`config.mk`:
```
export PLATFORM = sky130hd
export DESIGN_NAME = move_arbiter_flat
export DESIGN_NICKNAME = d
export VERILOG_FILES = /design/src/rtl/move_arbiter_pkg.sv /design/src/rtl/move_arbiter_if.sv /design/src/rtl/move_arbiter_wrap_step.sv /design/src/rtl/move_arbiter.sv /design/src/flat_wrapper.sv
export SDC_FILE = /design/constraint.sdc
export NUM_CORES = 1
export LEC_CHECK = 0
export ABC_AREA = 1
export BUFFER_PORTS_ARGS = -buffer_cell sky130_fd_sc_hd__buf_4
export CORE_AREA = 4 4 68 133
export CTS_BUF_LIST = sky130_fd_sc_hd__clkbuf_4
export DETAILED_ROUTE_END_ITERATION = 8
export DIE_AREA = 0 0 72 137
export GPL_ROUTABILITY_DRIVEN = 1
export HOLD_SLACK_MARGIN = 0.1
export MAX_ROUTING_LAYER = met4
export PLACE_DENSITY = 0.81
export SLEW_MARGIN = 15
export SYNTH_ARGS = -nofsm -noshare
export SYNTH_HDL_FRONTEND = slang
export SYNTH_SLANG_ARGS = --single-unit
```
`constraint.sdc`:
```
create_clock -name clk -period 2.39 [get_ports clk]
set_input_delay 0.239 -clock clk [delete_from_list [all_inputs] [get_ports clk]]
set_output_delay 0.239 -clock clk [all_outputs]
set_load 0.02 [all_outputs]
```
`src/rtl/move_arbiter_pkg.sv`:
```
// Shared types and defaults for the two-player move arbiter: direction codes,
// FSM states, position width and the default playfield geometry.
package move_arbiter_pkg;

  localparam int POS_W      = 11;
  localparam int DEF_STEP   = 16;
  localparam int DEF_WIDTH  = 640;
  localparam int DEF_HEIGHT = 480;

  typedef logic [POS_W-1:0] pos_t;

  typedef enum logic [1:0] {
    DIR_PX = 2'd0,
    DIR_MX = 2'd1,
    DIR_PY = 2'd2,
    DIR_MY = 2'd3
  } dir_t;

  typedef enum logic [1:0] {
    ST_IDLE   = 2'd0,
    ST_CALC   = 2'd1,
    ST_COMMIT = 2'd2
  } state_t;

  function automatic logic [1:0] onehot2(input logic idx);
    return idx ? 2'b10 : 2'b01;
  endfunction

endpackage

```
`src/rtl/move_arbiter_if.sv`:
```
// Request/response and position bundle between the players' controllers and
// the move arbiter.
interface move_arbiter_if;
  import move_arbiter_pkg::*;

  // req[i] is a level request from player i; every grant is answered by exactly
  // one single-cycle ack[i] or reject[i] pulse, three cycles after the IDLE
  // cycle that sampled it, and req is not consulted again until the next IDLE.
  logic [1:0] req;
  logic [1:0] dir0;
  logic [1:0] dir1;
  logic [1:0] ack;
  logic [1:0] reject;
  pos_t       x0;
  pos_t       y0;
  pos_t       x1;
  pos_t       y1;
  logic       busy;
  state_t     state;

  modport slave (
    input  req, dir0, dir1,
    output ack, reject, x0, y0, x1, y1, busy, state
  );

  modport master (
    output req, dir0, dir1,
    input  ack, reject, x0, y0, x1, y1, busy, state
  );

endinterface

```
`src/rtl/move_arbiter_wrap_step.sv`:
```
// One-axis step with wrap-around; all arithmetic stays inside 0..limit-1 so no
// intermediate value can exceed the position width.
module wrap_step
  import move_arbiter_pkg::*;
(
  input  pos_t pos_i,
  input  logic minus_i,
  input  pos_t limit_i,
  input  pos_t step_i,
  output pos_t pos_o
);

  pos_t span;

  assign span = limit_i - step_i;

  always_comb begin
    pos_o = pos_i + step_i;
    if (minus_i) begin
      pos_o = (pos_i < step_i) ? pos_i + span : pos_i - step_i;
    end else if (pos_i >= span) begin
      pos_o = pos_i - span;
    end
  end

endmodule

```
`src/rtl/move_arbiter.sv`:
```
// Round-robin arbiter for two players' move requests: grants one move, computes
// the wrapped candidate position, then commits it or rejects it on collision.
module move_arbiter
  import move_arbiter_pkg::*;
#(
  parameter int STEP    = DEF_STEP,
  parameter int WIDTH   = DEF_WIDTH,
  parameter int HEIGHT  = DEF_HEIGHT,
  parameter int X0_INIT = 160,
  parameter int Y0_INIT = 240,
  parameter int X1_INIT = 480,
  parameter int Y1_INIT = 240
) (
  input logic          clk,
  input logic          reset,
  move_arbiter_if.slave bus
);

  state_t     state_q;
  logic       busy_q;
  logic       rr_q;
  logic       g_q;
  dir_t       dir_q;
  pos_t       cand_x_q, cand_y_q;
  logic [1:0] ack_q, rej_q;
  logic       upd_q;
  pos_t       x0_q, y0_q, x1_q, y1_q;

  logic grant_d;
  pos_t cur_x, cur_y, oth_x, oth_y;
  pos_t step_x, step_y;
  logic move_y, move_minus, collide;

  assign grant_d    = (bus.req == 2'b11) ? rr_q : bus.req[1];
  assign cur_x      = g_q ? x1_q : x0_q;
  assign cur_y      = g_q ? y1_q : y0_q;
  assign oth_x      = g_q ? x0_q : x1_q;
  assign oth_y      = g_q ? y0_q : y1_q;
  assign move_y     = (dir_q == DIR_PY) || (dir_q == DIR_MY);
  assign move_minus = (dir_q == DIR_MX) || (dir_q == DIR_MY);
  assign collide    = (cand_x_q == oth_x) && (cand_y_q == oth_y);

  wrap_step u_wrap_x (
    .pos_i   (cur_x),
    .minus_i (move_minus),
    .limit_i (pos_t'(WIDTH)),
    .step_i  (pos_t'(STEP)),
    .pos_o   (step_x)
  );

  wrap_step u_wrap_y (
    .pos_i   (cur_y),
    .minus_i (move_minus),
    .limit_i (pos_t'(HEIGHT)),
    .step_i  (pos_t'(STEP)),
    .pos_o   (step_y)
  );

  always_ff @(posedge clk) begin
    if (reset) begin
      state_q  <= ST_IDLE;
      busy_q   <= 1'b0;
      rr_q     <= 1'b0;
      g_q      <= 1'b0;
      dir_q    <= DIR_PX;
      cand_x_q <= '0;
      cand_y_q <= '0;
      ack_q    <= 2'b00;
      rej_q    <= 2'b00;
      upd_q    <= 1'b0;
      x0_q     <= pos_t'(X0_INIT);
      y0_q     <= pos_t'(Y0_INIT);
      x1_q     <= pos_t'(X1_INIT);
      y1_q     <= pos_t'(Y1_INIT);
    end else begin
      ack_q <= 2'b00;
      rej_q <= 2'b00;
      upd_q <= 1'b0;
      // Position lands one cycle after the ack; g_q and cand_* still describe
      // the committed move here even if IDLE re-grants on this same edge.
      if (upd_q) begin
        if (g_q) begin
          x1_q <= cand_x_q;
          y1_q <= cand_y_q;
        end else begin
          x0_q <= cand_x_q;
          y0_q <= cand_y_q;
        end
      end
      case (state_q)
        ST_IDLE: begin
          if (bus.req != 2'b00) begin
            g_q     <= grant_d;
            dir_q   <= dir_t'(grant_d ? bus.dir1 : bus.dir0);
            busy_q  <= 1'b1;
            state_q <= ST_CALC;
          end
        end
        ST_CALC: begin
          cand_x_q <= move_y ? cur_x : step_x;
          cand_y_q <= move_y ? step_y : cur_y;
          state_q  <= ST_COMMIT;
        end
        ST_COMMIT: begin
          if (collide) begin
            rej_q <= onehot2(g_q);
          end else begin
            ack_q <= onehot2(g_q);
            upd_q <= 1'b1;
          end
          rr_q    <= ~g_q;
          busy_q  <= 1'b0;
          state_q <= ST_IDLE;
        end
        default: begin
          busy_q  <= 1'b0;
          state_q <= ST_IDLE;
        end
      endcase
    end
  end

  assign bus.ack    = ack_q;
  assign bus.reject = rej_q;
  assign bus.x0     = x0_q;
  assign bus.y0     = y0_q;
  assign bus.x1     = x1_q;
  assign bus.y1     = y1_q;
  assign bus.busy   = busy_q;
  assign bus.state  = state_q;

endmodule

```
`src/flat_wrapper.sv`:
```
// flat-port wrapper written by rule: the top's interface ports become plain ports
module move_arbiter_flat import move_arbiter_pkg::*;
#(
  parameter int STEP    = DEF_STEP,
  parameter int WIDTH   = DEF_WIDTH,
  parameter int HEIGHT  = DEF_HEIGHT,
  parameter int X0_INIT = 160,
  parameter int Y0_INIT = 240,
  parameter int X1_INIT = 480,
  parameter int Y1_INIT = 240
)
  (clk, reset, bus_req, bus_dir0, bus_dir1, bus_ack, bus_reject, bus_x0, bus_y0, bus_x1, bus_y1, bus_busy, bus_state);
  move_arbiter_if bus_i ();
  input logic clk;
  input logic reset;
  input wire logic [$bits(bus_i.req)-1:0] bus_req;
  input wire logic [$bits(bus_i.dir0)-1:0] bus_dir0;
  input wire logic [$bits(bus_i.dir1)-1:0] bus_dir1;
  output wire logic [$bits(bus_i.ack)-1:0] bus_ack;
  output wire logic [$bits(bus_i.reject)-1:0] bus_reject;
  output wire logic [$bits(bus_i.x0)-1:0] bus_x0;
  output wire logic [$bits(bus_i.y0)-1:0] bus_y0;
  output wire logic [$bits(bus_i.x1)-1:0] bus_x1;
  output wire logic [$bits(bus_i.y1)-1:0] bus_y1;
  output wire logic [$bits(bus_i.busy)-1:0] bus_busy;
  output wire logic [$bits(bus_i.state)-1:0] bus_state;
  assign bus_i.req = bus_req;
  assign bus_i.dir0 = bus_dir0;
  assign bus_i.dir1 = bus_dir1;
  assign bus_ack = bus_i.ack;
  assign bus_reject = bus_i.reject;
  assign bus_x0 = bus_i.x0;
  assign bus_y0 = bus_i.y0;
  assign bus_x1 = bus_i.x1;
  assign bus_y1 = bus_i.y1;
  assign bus_busy = bus_i.busy;
  assign bus_state = bus_i.state;
  move_arbiter #(.STEP(STEP), .WIDTH(WIDTH), .HEIGHT(HEIGHT), .X0_INIT(X0_INIT), .Y0_INIT(Y0_INIT), .X1_INIT(X1_INIT), .Y1_INIT(Y1_INIT)) u_core (.clk(clk), .reset(reset), .bus(bus_i));
endmodule
```
==> results of run 1 <==
==> power by group <==
part | switching (mW) | total, mW | internal, mW | leakage (nW)
registers | 0.0615 | 1.43 | 1.36 | 0.635
clock network | 0.461 | 1.00 | 0.539 | 0.0926
logic | 0.519 | 0.791 | 0.273 | 1.96
total | 1.04 | 3.22 | 2.18 | 2.68
==> cells in the mapped netlist (all sizes together), types with 16 or more instances <==
cell type    n
a21oi       62
inv         97
buf         20
nand3       41
o21ai       88
xor2        25
nor2        51
dfxtp       78
clkbuf      16
nand2      204
o211ai      18
==> path summary, 6_finish.rpt <==
check	startpoint	to	slack (ps)	cells past startpoint
min	bus_dir1[1]	u_core.dir_q[1]$_SDFFE_PP0P_	120	3
min reg2reg	u_core.bus.busy$_SDFFE_PP0P_	u_core.bus.busy$_SDFFE_PP0P_	460	2
max reg2reg	u_core.g_q$_SDFFE_PP0P_	u_core.cand_y_q[8]$_SDFFE_PP0N_	300	14
max	u_core.g_q$_SDFFE_PP0P_	u_core.cand_y_q[8]$_SDFFE_PP0N_	300	14
==> flip-flops by register name, summed over array words and instances, names as in the netlist, 2 cells and up <==
| name | count |
|---|---|
| u_core.bus.ack | 2 |
| u_core.cand_y_q | 11 |
| u_core.bus.x0 | 11 |
| u_core.bus.reject | 2 |
| u_core.dir_q | 2 |
| u_core.bus.state | 2 |
| u_core.bus.x1 | 11 |
| u_core.bus.y1 | 11 |
| u_core.cand_x_q | 11 |
| u_core.bus.y0 | 11 |
==> per-stage QoR <==
stage	cell area [sq um]	setup WS, ps
after global placement	5210	375
after floorplan	4790	675
after global routing	5430	65.3
final	5430	296
after detailed placement	5210	342
after CTS	5420	296
==> worst min-delay path: cells and delay by family <==
family / cells / cell delay, ps
buf+inv: 1 / 80
compound gates: 2 / 200
==> cell type report <==
type | instances | area, sq um
Multi-Input combinational cell | 512 | 2610
Fill cell | 701 | 2510
Sequential cell | 78 | 1560
Timing Repair Buffer | 74 | 576
Inverter | 100 | 378
Tap cell | 96 | 120
Clock inverter | 6 | 110
Clock buffer | 10 | 75.1
Antenna cell | 1 | 2.50
==> cell families (layout without fill, tap and decap cells) <==
logic type / Yosys count / in the layout / synth area share [%]
XOR/XNOR: 30 / 30 / 5.49
flip-flops: 78 / 78 / 32.6
AND/OR/NAND/NOR: 306 / 306 / 28.2
buffers and inverters: 136 / 190 / 13.0
AO/OA/AOI/OAI: 171 / 171 / 19.4
adder cells (fa/ha/maj): 5 / 5 / 1.31
other: 0 / 1 / 0
==> layer usage <==
metal / part of all wire (%) / vias to the layer above / wire [um] / GRT usage [%]
li1: - / 2417 / - / -
met1: 40 / 2172 / 5110 / 30.8
met2: 53 / 148 / 6750 / 47.1
met3: 4.2 / 39 / 534 / 3.24
met4: 3.5 / 0 / 449 / 13.5
met5: 0 / - / 0 / -
==> what timing repair did <==
action / 4_1_cts / 5_1_grt
buffers inserted: 0 / 0
hold buffers: 3 / 0
hold endpoints to repair: 7 / 0
endpoints found under the setup margin: 0 / 1
gates resized for setup: 0 / 1
==> out/metrics.yaml, run 1 <==
outcome: "completed"
synth_cells: 726
drv_slew: 0
viasPerCell: 5.45
cts-root-buf: "clkbuf_4"
fp.dieArea_sq_um: 9860
drive_gt1_share_pct: 16.2
post-route-util_pct: 68.4
clockBufferDepth: 2
cts.clk_slew.worst_paths_ps: 120
cpMaxStageDelayCell: "dfxtp_2"
powerDensity_nw_per_um2: 592
hp-class: "in2reg"
cpMostUsedCell: "nand3_1"
dp_hpwl_um: 9430
gr-usage-all-layers_pct: 27.4
htree_levels: 3
grt_pass1_vias: 4315
maxClockFrequency_mhz: 478
final_net_count: 788
drt-initial-drc-count: 399
initial_core_util_pct: 60.3
synth_warnings: 0
grt_max_degree: 41
synthesis.nets: 739
holdWs_ps: 123
antenna_found_initial: 1
hold_viol: 0
first_pass_iters: 5
areaGrowthSynthToFinish_pct: 13.4
rsz0062_at_grt: "false"
numCtsBuffers: 9
dominantRegCellSynth: "dfxtp_1"
coreArea_sq_um: 7940
final-setup-viol-count: 0
cts_sinks: 78
numPortBuffers: 58
post-route-period-util_pct: 87.6
post-route-drc-count: 0
clk_latency_ps: 430
end_kind: "register"
tritoncts: "built"
path_delay_family: "simple AND/OR/NAND/NOR gates"
path_max_fanout: 23
synth_edf_count: 0
layout.cells.non_filler: 877
synth_cell_type_count: 35
ant_nets: 0
vias: 4776
synth_top_area_share_pct: 32.6
max-slew-margin-rel_pct: 63.8
dp.cells: 857
ys_async_sr_fraction_pct: 0
startpoint_type: "register"
worst_slew_pin_slew_ps: 542
cap_violations: 0
io_pins: 59
synth_area_leaders: "dfxtp_1, nand2_1, o21ai_0"
gp_congestion: 0.993
cp.buffers_inverters: 3
min_period_ps: 2090
die_h_um: 137
wl_um: 12800
max_stage_delay_ps: 460
finalSetupTns_ps: 0
synth-seq-cells: 78
synth_area_leader_cell: "dfxtp_1"
crit_type: "reg2reg"
finalPower_mw: 3.22
vdd_drop_max_uv: 319
grt_overflow: 0
crit_chain: "buf_4, nand2_1, nand2_4, inv_1, ha_1, nand3_1, nor2_1, nand2_2, nand2_2, inv_2, nand2_1, nand3_1, nand3_1, a21oi_1"
synth_area_sq_um: 4790
final_common_cell: "nand2_1"
mostFrequentLayoutCells: "nand2_1, inv_1, dfxtp_1, o21ai_0, buf_4"
die_w_um: 72
rows: 46
skew_ps: 14.8
cp_data_arrival_time_ps: 2470
avgSynthCellArea_sq_um: 6.59
required_ps: 2760
grt_pass1_wl_um: 20700
routedWlPerCell_um: 14.6
yosysSeqAreaShare_pct: 32.6
leakage_nw: 2.68
Power figures use the tool's default switching activity.
==> run 2: changes to the inputs <==
--- a/config.mk
+++ b/config.mk
@@ -7,14 +7,15 @@
 export LEC_CHECK = 0
 export ABC_AREA = 1
 export BUFFER_PORTS_ARGS = -buffer_cell sky130_fd_sc_hd__buf_4
+export CAP_MARGIN = 20
 export CORE_AREA = 4 4 68 133
 export CTS_BUF_LIST = sky130_fd_sc_hd__clkbuf_4
 export DETAILED_ROUTE_END_ITERATION = 8
 export DIE_AREA = 0 0 72 137
 export GPL_ROUTABILITY_DRIVEN = 1
-export HOLD_SLACK_MARGIN = 0.1
+export HOLD_SLACK_MARGIN = 0.06
 export MAX_ROUTING_LAYER = met4
-export PLACE_DENSITY = 0.81
+export PLACE_DENSITY = 0.85
 export SLEW_MARGIN = 15
 export SYNTH_ARGS = -nofsm -noshare
 export SYNTH_HDL_FRONTEND = slang
==> run 2 against run 1 <==
  * Non-clock buffer count unchanged
  * Critical path type unchanged
  * Highest routed layer unchanged
  * Via count is 3.7% higher
  * Power shrank 2.6%
  * Clock skew up 1.2 ps
  * Flip-flop and latch count did not move
  * Critical endpoint unchanged
  * Clock power fell by 9%
==> out/metrics.yaml, run 2 (same netlist as run 1, synthesis figures left out) <==
hold_end: "u_core.dir_q[1]$_SDFFE_PP0P_"
grt_pass1_wl_um: 21400
setup_slack_ps: 305
gr-usage-all-layers_pct: 28.4
layout.cells.non_filler: 877
drive_gt1_share_pct: 15.9
cts_sinks: 78
post-route-period-util_pct: 87.2
dp_slack_ps: 273
grt_max_degree: 62
r2r_start: "u_core.g_q$_SDFFE_PP0P_"
cts.clk_slew.worst_paths_ps: 120
finalSetupTns_ps: 0
ff2ff_setup_slack_ps: 310
final_net_count: 788
final_common_cell: "nand2_1"
final-setup-viol-count: 0
die_w_um: 72
numPortBuffers: 58
r2r_cells: 12
hold_viol: 0
post-route-drc-count: 0
clockBufferDepth: 2
numCtsBuffers: 9
min_period_ps: 2080
post-route-util_pct: 68.1
rsz0062_at_grt: "false"
drv_slew: 0
wl_um: 13100
htree_levels: 3
io_pins: 59
hold_path_startpoint: "bus_dir1[1]"
cap_violations: 0
post_cts_buffers: 0
routedWlPerCell_um: 14.9
r2r-end: "u_core.cand_y_q[8]$_SDFFE_PP0N_"
rows: 46
dp_hpwl_um: 9740
fp.dieArea_sq_um: 9860
first_pass_iters: 6
vias: 4951
vdd_drop_max_uv: 362
hp-class: "in2reg"
required_ps: 2780
viasPerCell: 5.65
powerDensity_nw_per_um2: 580
grt_overflow: 0
initial_core_util_pct: 60.3
holdPathStages: 3
ant_nets: 0
outcome: "completed"
die_h_um: 137
coreArea_sq_um: 7940
areaGrowthSynthToFinish_pct: 12.9
end_kind: "register"
maxClockFrequency_mhz: 480
leakage_nw: 2.68
cp_data_arrival_time_ps: 2470
clk_latency_ps: 460
drt-initial-drc-count: 438
crit_type: "reg2reg"
antenna_found_initial: 1
mostFrequentLayoutCells: "nand2_1, inv_1, dfxtp_1, o21ai_0, buf_4"
skew_ps: 16.0
path_max_fanout: 23
grt_pass1_vias: 4688
max-slew-margin-rel_pct: 62.8
cts-root-buf: "clkbuf_4"
gp_congestion: 1.02
tritoncts: "built"
dp.cells: 857
startpoint_type: "register"
worst_slew_pin_slew_ps: 558
==> run 2: worst max path at each step <==
stage	from	to	slack, ps	cells past startpoint
after detailed placement	u_core.g_q$_SDFFE_PP0P_	u_core.cand_x_q[8]$_SDFFE_PP0N_	270	13
after global routing	u_core.g_q$_SDFFE_PP0P_	u_core.cand_y_q[6]$_SDFFE_PP0N_	60	15
after CTS	u_core.g_q$_SDFFE_PP0P_	u_core.cand_x_q[8]$_SDFFE_PP0N_	200	13
final	u_core.g_q$_SDFFE_PP0P_	u_core.cand_y_q[8]$_SDFFE_PP0N_	310	12
after global placement	u_core.g_q$_SDFFE_PP0P_	u_core.cand_y_q[8]$_SDFFE_PP0N_	340	14
after floorplan	u_core.g_q$_SDFFE_PP0P_	u_core.cand_y_q[6]$_SDFFE_PP0N_	670	17
==> run 2: per-layer routing <==
metal | wire, um | GRT usage (%) | vias up
li1 | - | - | 2427
met1 | 4700 | 27.8 | 2242
met2 | 7060 | 51.2 | 226
met3 | 779 | 4.26 | 56
met4 | 566 | 17.8 | 0
met5 | 0 | - | -
==> run 2: cell type report <==
cell class	count	area, sq um
Fill cell	707	2540
Clock buffer	10	75.1
Multi-Input combinational cell	512	2600
Timing Repair Buffer	74	576
Inverter	100	378
Antenna cell	1	2.50
Tap cell	96	120
Clock inverter	6	86.3
Sequential cell	78	1570
==> run 2: power by group <==
group          switching [mW]  total, mW  internal [mW]
Clock                   0.481      0.915          0.434
Combinational           0.511      0.784          0.273
Sequential             0.0705       1.43           1.36
==> run 2: stage by stage <==
stage	total power, mW	cell area (sq um)	hold WS [ps]
floorplan	2.05	4790	395
global placement	2.20	5210	439
detailed placement	2.22	5210	450
CTS	3.12	5400	63.0
global route	3.29	5410	103
finish	3.13	5410	75.3
==> run 2: worst max-delay path: stages, from the launching register on <==
cell	delay (ps)
dfxtp_4	450
inv_4	190
buf_4	230
nand2_1	70
nand2_1	120
nand2_1	80
nor2_1	210
nand2_2	130
nand2_2	130
nand2_1	60
nand3_1	110
nand3_1	90
a21oi_1	150
==> run 2: repair_timing <==
action | CTS | global route
hold buffers | 3 | 0
hold endpoints to repair | 2 | 0
endpoints found under the setup margin | 0 | 3
gates resized for setup | 0 | 1
==> run 3: changes to the inputs <==
--- a/config.mk
+++ b/config.mk
@@ -8,14 +8,14 @@
 export ABC_AREA = 1
 export BUFFER_PORTS_ARGS = -buffer_cell sky130_fd_sc_hd__buf_4
 export CAP_MARGIN = 20
-export CORE_AREA = 4 4 68 133
+export CORE_AREA = 4 4 66 129
 export CTS_BUF_LIST = sky130_fd_sc_hd__clkbuf_4
 export DETAILED_ROUTE_END_ITERATION = 8
-export DIE_AREA = 0 0 72 137
+export DIE_AREA = 0 0 70 133
 export GPL_ROUTABILITY_DRIVEN = 1
 export HOLD_SLACK_MARGIN = 0.06
 export MAX_ROUTING_LAYER = met4
-export PLACE_DENSITY = 0.85
+export PLACE_DENSITY = 0.9
 export SLEW_MARGIN = 15
 export SYNTH_ARGS = -nofsm -noshare
 export SYNTH_HDL_FRONTEND = slang
==> constraint.sdc (replaced) <==
create_clock -name clk -period 2.6 [get_ports clk]
set_input_delay 0.26 -clock clk [delete_from_list [all_inputs] [get_ports clk]]
set_output_delay 0.26 -clock clk [all_outputs]
set_load 0.02 [all_outputs]
==> run 3 against run 2 <==
  * Flip-flop and latch count unchanged
  * Cell area is 1.0% lower
  * Combinational power is 8.9% lower
  * Clock power fell by 6.9%
  * Sequential share of layout area grew 0.25 points
  * Clock skew grew 1.2 ps
  * Clock-buffer cell count down 1
  * Register-to-register slack improved by 220 ps
  * Largest cell class unchanged
==> out/metrics.yaml, run 3 (same netlist as run 1, synthesis figures left out) <==
multi_input_area_sq_um: 2600
htree_levels: 3
routedWlPerCell_um: 15.0
m1WireLength_um: 4800
num-fill-cells: 645
post-route-period-util_pct: 79.8
hold_end: "u_core.cand_x_q[9]$_SDFFE_PP0N_"
first_pass_iters: 8
grt_pass1_wl_um: 21000
hold_viol: 0
crit_type: "reg2reg"
vdd_drop_max_uv: 357
met2_length_um: 7080
numPortBuffers: 58
numCtsBuffers: 9
hp-class: "in2reg"
finalSetupTns_ps: 0
clk_latency_ps: 460
startpoint_type: "register"
die_w_um: 70
skew_ps: 17.2
final_common_cell: "nand2_1"
worst_slew_pin_slew_ps: 753
areaGrowthSynthToFinish_pct: 11.8
viasPerCell: 5.66
grt_pass1_vias: 4550
antenna_found_initial: 1
placed_area_sq_um: 5180
grt_max_degree: 46
drv_slew: 0
gp_congestion: 0.933
post-route-util_pct: 70.9
seq_power_share_pct: 45.6
drt-initial-drc-count: 506
clockBufferDepth: 2
p_int_mw: 1.89
mostFrequentLayoutCells: "nand2_1, inv_1, dfxtp_1, o21ai_0, buf_4"
rsz0062_at_grt: "false"
maxClockFrequency_mhz: 482
crit_chain: "buf_12, nand2_1, nand2_2, inv_1, ha_1, nand3_1, xor2_1, nand3_1, nand2_1, clkinv_1, nand2_1, nand2_1, a21oi_1"
drive_gt1_share_pct: 15.6
hold_path_startpoint: "reset"
die_h_um: 133
p_sw_share_pct: 34.5
cp_data_arrival_time_ps: 2470
max_stage_delay_ps: 460
wl_met3_um: 662
final_net_count: 782
maxUsedRoutingLayer: "met4"
leakage_nw: 2.64
outcome: "completed"
fp.dieArea_sq_um: 9310
p_comb_share_pct: 24.8
end_kind: "register"
r2r-end: "u_core.cand_x_q[8]$_SDFFE_PP0N_"
cpMaxStageDelayCell: "dfxtp_2"
hold_buffers: 0
post_cts_resized: 0
design_area_sq_um: 5350
post-route-drc-count: 0
min_period_ps: 2070
coreArea_sq_um: 7540
ff2ff_setup_slack_ps: 530
gr-usage-all-layers_pct: 28.6
max-slew-margin-rel_pct: 49.8
io_pins: 59
cap_violations: 0
cts-root-buf: "clkbuf_4"
path_max_fanout: 45
ant_nets: 0
powerDensity_nw_per_um2: 538
r2r_cells: 13
post_cts_buffers: 0
dp_hpwl_um: 9560
vias: 4918
final-setup-viol-count: 0
rows: 45
cts.clk_slew.worst_paths_ps: 130
clkPwrFrac_pct: 29.6
holdWs_ps: 84.7
initial_core_util_pct: 63.4
regArea_sq_um: 1560
setup_slack_ps: 525
cpMostUsedCell: "nand2_1"
cts_sinks: 78
holdPathStages: 2
grt_overflow: 0
wl_um: 13000
tritoncts: "built"
dp_slack_ps: 571
required_ps: 2990
r2r_start: "u_core.g_q$_SDFFE_PP0P_"
p_switching_mw: 0.992
[run 3: through the flow]
stage	std cells	power (mW)
6_report	869	2.88
5_1_grt	869	3.02
4_1_cts	868	2.87
3_5_place_dp	852	2.04
3_3_place_gp	852	2.02
2_1_floorplan	726	1.88
[run 3: area by class of cell]
type                       count  share of cell area [%]
antenna                        1                  0.0468
clock buffer                   9                    1.26
clock inverter                 7                    1.80
inverter                     100                    7.06
multi-input combinational    512                    48.6
sequential                    78                    29.2
tap                           94                    2.20
timing repair buffer          68                    9.78
[run 3: worst max-delay path, delay by kind of cell (launching register included)]
family	cells	cell delay [ps]
flip-flops	1	460
AO/OA/AOI/OAI	1	130
AND/OR/NAND/NOR	7	620
XOR/XNOR	1	160
buffers and inverters	3	410
adder cells (fa/ha/maj)	1	210
[run 3: how the worst max path moves through the flow]
| stage | slack [ps] | end | depth (start not counted) | start |
|---|---|---|---|---|
| floorplan | 880 | u_core.cand_y_q[6]$_SDFFE_PP0N_ | 17 | u_core.g_q$_SDFFE_PP0P_ |
| global placement | 600 | u_core.cand_y_q[6]$_SDFFE_PP0N_ | 14 | u_core.g_q$_SDFFE_PP0P_ |
| detailed placement | 570 | u_core.cand_y_q[6]$_SDFFE_PP0N_ | 15 | u_core.g_q$_SDFFE_PP0P_ |
| CTS | 560 | u_core.cand_x_q[8]$_SDFFE_PP0N_ | 13 | u_core.g_q$_SDFFE_PP0P_ |
| global route | 340 | u_core.cand_y_q[5]$_SDFFE_PP0N_ | 12 | u_core.g_q$_SDFFE_PP0P_ |
| finish | 530 | u_core.cand_x_q[8]$_SDFFE_PP0N_ | 13 | u_core.g_q$_SDFFE_PP0P_ |
[run 3: power by group through the flow]
stage | logic (mW) | registers [mW] | clock network [mW]
2_1_floorplan | 0.537 | 1.34 | 0
3_3_place_gp | 0.686 | 1.33 | 0
3_5_place_dp | 0.702 | 1.34 | 0
4_1_cts | 0.706 | 1.31 | 0.850
5_1_grt | 0.792 | 1.32 | 0.907
6_report | 0.714 | 1.31 | 0.852
[run 3: routing by layer]
layer / global-route usage [%] / vias to the layer above
met1: 29.9 / 2285
met2: 50.5 / 191
met4: 16.0 / 0
met5: - / -
li1: - / 2401
met3: 3.88 / 41
